File: src/rtl/cdc_sync_filter.sv
// cdc_sync_filter: multi-bit synchroniser for asynchronous inputs entering the
// clk domain. Each bit runs through a STAGES-deep flop chain, an optional
// per-bit stability filter (FILTER cycles), and an edge detector that produces
// single-cycle rise/fall pulses.
//
// Ports:
//   clk        destination clock
//   resetn     synchronous, active-low reset
//   data_in    asynchronous inputs, bits independent
//   sync_raw   last chain stage, unfiltered
//   data_out   synchronised, filtered value
//   rise_pulse 1-cycle pulse per bit on a data_out 0->1 transition
//   fall_pulse 1-cycle pulse per bit on a data_out 1->0 transition
//   change     OR of all rise and fall pulse bits
module cdc_sync_filter #(
   parameter int unsigned             WIDTH     = 8,
   parameter int unsigned             STAGES    = 2,
   parameter logic [WIDTH-1:0]        RESET_VAL = '0,
   parameter int unsigned             FILTER    = 0
) (
   input  logic             clk,
   input  logic             resetn,
   input  logic [WIDTH-1:0] data_in,
   output logic [WIDTH-1:0] sync_raw,
   output logic [WIDTH-1:0] data_out,
   output logic [WIDTH-1:0] rise_pulse,
   output logic [WIDTH-1:0] fall_pulse,
   output logic             change
);

   // A single flop cannot resolve metastability; reject shallow chains.
   if (STAGES < 2) begin : g_bad_stages
      $error("cdc_sync_filter: STAGES must be at least 2");
   end

   logic [WIDTH-1:0] stage [STAGES];
   logic [WIDTH-1:0] hist;

   // Synchroniser chain
   always_ff @(posedge clk) begin
      if (!resetn) begin
         for (int k = 0; k < STAGES; k++) begin
            stage[k] <= RESET_VAL;
         end
      end else begin
         stage[0] <= data_in;
         for (int k = 1; k < STAGES; k++) begin
            stage[k] <= stage[k-1];
         end
      end
   end

   assign sync_raw = stage[STAGES-1];

   if (FILTER == 0) begin : g_bypass
      assign data_out = sync_raw;
   end else begin : g_filter
      localparam int unsigned CNT_W = (FILTER + 1 > 2) ? $clog2(FILTER + 1) : 1;
      localparam logic [CNT_W-1:0] CNT_MAX = CNT_W'(FILTER - 1);

      logic [WIDTH-1:0] filt_q;
      logic [CNT_W-1:0] cnt [WIDTH];

      // Per-bit stability filter: a differing value must persist FILTER
      // consecutive cycles; any reversion restarts the count.
      always_ff @(posedge clk) begin
         if (!resetn) begin
            filt_q <= RESET_VAL;
            for (int i = 0; i < WIDTH; i++) begin
               cnt[i] <= '0;
            end
         end else begin
            for (int i = 0; i < WIDTH; i++) begin
               if (sync_raw[i] != filt_q[i]) begin
                  if (cnt[i] == CNT_MAX) begin
                     filt_q[i] <= sync_raw[i];
                     cnt[i]    <= '0;
                  end else begin
                     cnt[i] <= cnt[i] + CNT_W'(1);
                  end
               end else begin
                  cnt[i] <= '0;
               end
            end
         end
      end

      assign data_out = filt_q;
   end

   // Edge history; pulses are decoded from registers only, so glitch-free.
   always_ff @(posedge clk) begin
      if (!resetn) begin
         hist <= RESET_VAL;
      end else begin
         hist <= data_out;
      end
   end

   assign rise_pulse = data_out & ~hist;
   assign fall_pulse = ~data_out & hist;
   assign change     = |(rise_pulse | fall_pulse);

endmodule

File: config.mk
export PLATFORM = sky130hd
export DESIGN_NAME = cdc_sync_filter
export DESIGN_NICKNAME = d
export VERILOG_FILES = /design/src/rtl/cdc_sync_filter.sv
export SDC_FILE = /design/constraint.sdc
export NUM_CORES = 1
export LEC_CHECK = 0
export CORE_ASPECT_RATIO = 0.7
export CORE_UTILIZATION = 45
export DETAILED_ROUTE_END_ITERATION = 7
export GPL_TIMING_DRIVEN = 0
export PLACE_DENSITY = 0.83
export REMOVE_ABC_BUFFERS = 1
export SYNTH_ARGS = -nofsm -noshare
export SYNTH_HDL_FRONTEND = slang
export SYNTH_SLANG_ARGS = --single-unit
File: constraint.sdc
create_clock -name clk -period 3.7 [get_ports clk]
set_input_delay 1.11 -clock clk [delete_from_list [all_inputs] [get_ports clk]]
set_output_delay 1.11 -clock clk [all_outputs]
set_load 0.05 [all_outputs]
Word-level counts from Yosys, hierarchy flattened
Memory sizes are Yosys's and may differ from the RTL's.
Index checks and enable logic that the tools add are counted.
Widths: inputs -> output; s select.
Word-level totals
  flip-flop bits (word level): 8
  memories: 1
  RAM bits: 16
Operators by class
  multiplexer cells: 4
  reductions and logical operators: 1
  bitwise operators: 7
Memory list
  stage: depth 2, width 8, rd ports 2, clocked after Yosys merged registers in 0, wr ports 2, line 36  | logic [WIDTH-1:0] stage [STAGES];
Operator list (count)
  $and 8x8->8: 2
  $mux 8: 2
  $not 8->8: 2
  $or 8x8->8: 1
  $reduce_or 8->1: 1
  $mux 1: 2
  $or 1x1->1: 2

Longest topological paths before layout
Gate-level depths: netlist of run 1.
  depth after elaboration: 4
  mapped depth: 4
  gate-level depth less buffers: 4

Worst setup path before layout of run 1
OpenSTA, ideal clock, no wires.
  path kind: register to output
  from: mem stage[1][5] (netlist: stage[0][13])
  to: out change
  required time: 2.590 ns
  path buffers: 0
  arrival time: 1.162 ns
  stages on the path, launching flop included: 5
  path slack: 1.428 ns
  path through: dfxtp_1 -> inv_1 -> ha_1 -> nand4_1 -> or2_2
RTL lines
  from (decl): line 36
  to (decl): line 28  | output logic change

==> results.cfg, run 1 <==
[cts]
cts.sinks = 24
root_buffer = clkbuf_4
numCtsBuffers = 3
clk_latency_ps = 300
clk_pin_slew_ps = 120
cts_tree = yes
cts-hold-fix-buffers = 0
cts_setup_buffers = 0
cts_resized = 0
htree_levels = 1
clockBufferDepth = 2

[synthesis]
async_flop_share = 0
synth_top_area_cell = dfxtp_1
ys_ff_latch = 24
synthSimpleGateAreaFrac = 0.169
synthAdderAreaFrac = 0.188
synth_edf_count = 0
synth_area_mm2 = 0.00106
synth_flop_cell = dfxtp_1
synth_cells = 101
synth_top_family_by_area = buffers and inverters
seq_area_frac_synth = 0.452
yosysWarnings = 0
synth_xor_area_frac = 0
synth.area.top_cells = dfxtp_1 (45%), ha_1 (19%), buf_4 (11%)
synth_cell_types = 9
synthMuxAreaShare = 0
synth_area_per_cell_um2 = 10.5
synth_compound_area_frac = 0
netlist.area_leader.share = 0.452
synthTopCellsByCount = dfxtp_1 (24), buf_4 (16), ha_1 (16), inv_1 (16), and2_1 (15)
yosysMostFrequentCell = dfxtp_1

[power_and_ir_drop]
finalPower_mw = 0.513
power_leakage_nw = 0.583
seq_power_share = 0.536
sw_frac_of_total = 0.278
power.internal_mw = 0.371
clockPowerShare = 0.252
p_switching_mw = 0.142
peakVddDrop_mv = 0.219
comb_power_share = 0.212
power_density_mw_per_mm2 = 362

[placement]
place_congestion = 0.675
port_buffers = 42
placed_area_mm2 = 0.00138
dp.final_hpwl_um = 1250

[grt]
grt_antenna_before_repair = 0
grt_start_max_net_pins = 25
grt_usage = 0.135
first_global_vias = 629
grt-ovfl-total = 0
grt_pass1_wl_um = 2530

[detailed_routing]
drt_wl_total_um = 1540
dr.max_layer_used = met4
avgViaCountPerCell = 4.04
drt_drc_violations_left = 0
dr.first_iter.drc_count = 2
met3_length_um = 76
vias = 651
final_antenna_net_count = 0
dr.pass1.iters = 4
wl_per_cell_um = 9.57
m1WireLength_um = 706
wl_met2_um = 744

[die]
coreArea_mm2 = 0.00219
rows = 14
die_area_mm2 = 0.00256
die_h_um = 42.7
initial_core_util = 0.486
die_w_um = 60.1
ios = 43

[timing]
finalCritPeriodShare = 0.885
skew_ps = 1.70
setup_viol_count_final = 0
timing_worst_slew_pin_value_ps = 550
hold_viol_final = 0
slew_viol_final = 0
rsz0062_at_grt = no
finalCriticalPeriod_ps = 3270
setup_tns_ps = 0
slew_headroom = 0.632
max_freq_mhz = 305

[critical_path]
crit_path_start_kind = flop
crit_fanout = 5
cp.required_ps = 2590
crit-reg2reg-capture = hist[2]
path_cells = inv_1 -> ha_1 -> nand4_1 -> or2_2 -> clkdlybuf4s50_1
r2r_start = stage[0][10]
slowest_stage = clkdlybuf4s50_1
r2r_cells = 1
setup.worst_path.class = flop to output pin
cp.arrival_ps = 2160
r2r_setup_slack_ps = 3060
critPathTopFamily = buffers and inverters
worstSetupEndpointType = output pin
worstPathBufferInverterCount = 2
critical-path-max-stage-delay_ps = 700

[cells_and_area]
diodes = 0
area_delta_synth_final_pct = 33.3
drive_gt1_frac = 0.109
postLayoutCoreUtil = 0.647
final_area_mm2 = 0.00142
final_nets = 156
final.fill_count = 179

[job]
maxCapViolCount = 0

[worst_hold_path]
hp-class = flop to flop
holdPathStages = 1
min_from = stage[0][3]
min_to = stage[0][11]

[outcome]
outcome = complete, no violations
==> sequential cells by signal, summed over array words and instances (netlist names) <==
name,flops
hist,8
stage,16
==> power by group through the flow <==
stage          Combinational [mW]  Sequential (mW)  Clock [mW]
6_report                    0.109            0.275       0.130
4_1_cts                     0.110            0.275       0.134
2_1_floorplan              0.0465            0.304           0
5_1_grt                     0.115            0.277       0.148
3_5_place_dp                0.110            0.281           0
3_3_place_gp                0.108            0.281           0
==> layout make-up <==
cell class,count,area [µm²],share of cell area
sequential,24,480,0.339
timing repair buffer,42,420,0.297
multi-input combinational,43,380,0.268
inverter,16,60.1,0.0424
tap,32,40.0,0.0282
clock buffer,4,36.3,0.0256
==> stage by stage <==
stage | std cells | setup WS (ps) | hold WS (ps)
floorplan | 83 | 730 | 412
global placement | 157 | 750 | 413
detailed placement | 157 | 746 | 421
CTS | 161 | 386 | 450
global route | 161 | 301 | 463
finish | 161 | 426 | 445
==> placed cells by master (no fill, tap or decap) <==
master	synthesis	routed
nand4_1	2	2
clkdlybuf4s50_1	0	42
ha_1	16	16
or2_2	1	1
and2_1	15	15
and2_2	9	9
clkbuf_8	0	1
clkbuf_4	0	3
inv_1	16	16
dfxtp_1	24	24
==> worst max path at each step <==
stage	start	to	slack [ps]	cells after the start
final	stage[0][13]	change	430	5
after global routing	stage[0][13]	change	300	5
after CTS	stage[0][13]	change	390	5
after detailed placement	stage[0][13]	change	750	5
after global placement	stage[0][13]	change	750	5
after floorplan	stage[0][13]	change	730	4
==> kinds of logic (layout without fill, tap and decap cells) <==
group                      count (synthesis)  count (layout)
adders and majority gates                 16              16
buffers and inverters                     34              62
DFF                                       24              24
and+or+nand+nor                           27              27
==> routing by layer <==
| metal | up-vias | global-route usage |
|---|---|---|
| met1 | 290 | 0.165 |
| met4 | 0 | 0.0558 |
| met2 | 18 | 0.222 |
| li1 | 341 | - |
| met3 | 2 | 0.0366 |
| met5 | - | 0 |
Power figures use the tool's default switching activity.
==> inputs of run 2 (changes only) <==
Settings changed: CTS_CLUSTER_DIAMETER from default to 30.
==> results of run 2 <==
No change in the layout: final DEF, timing and power equal those of run 1.
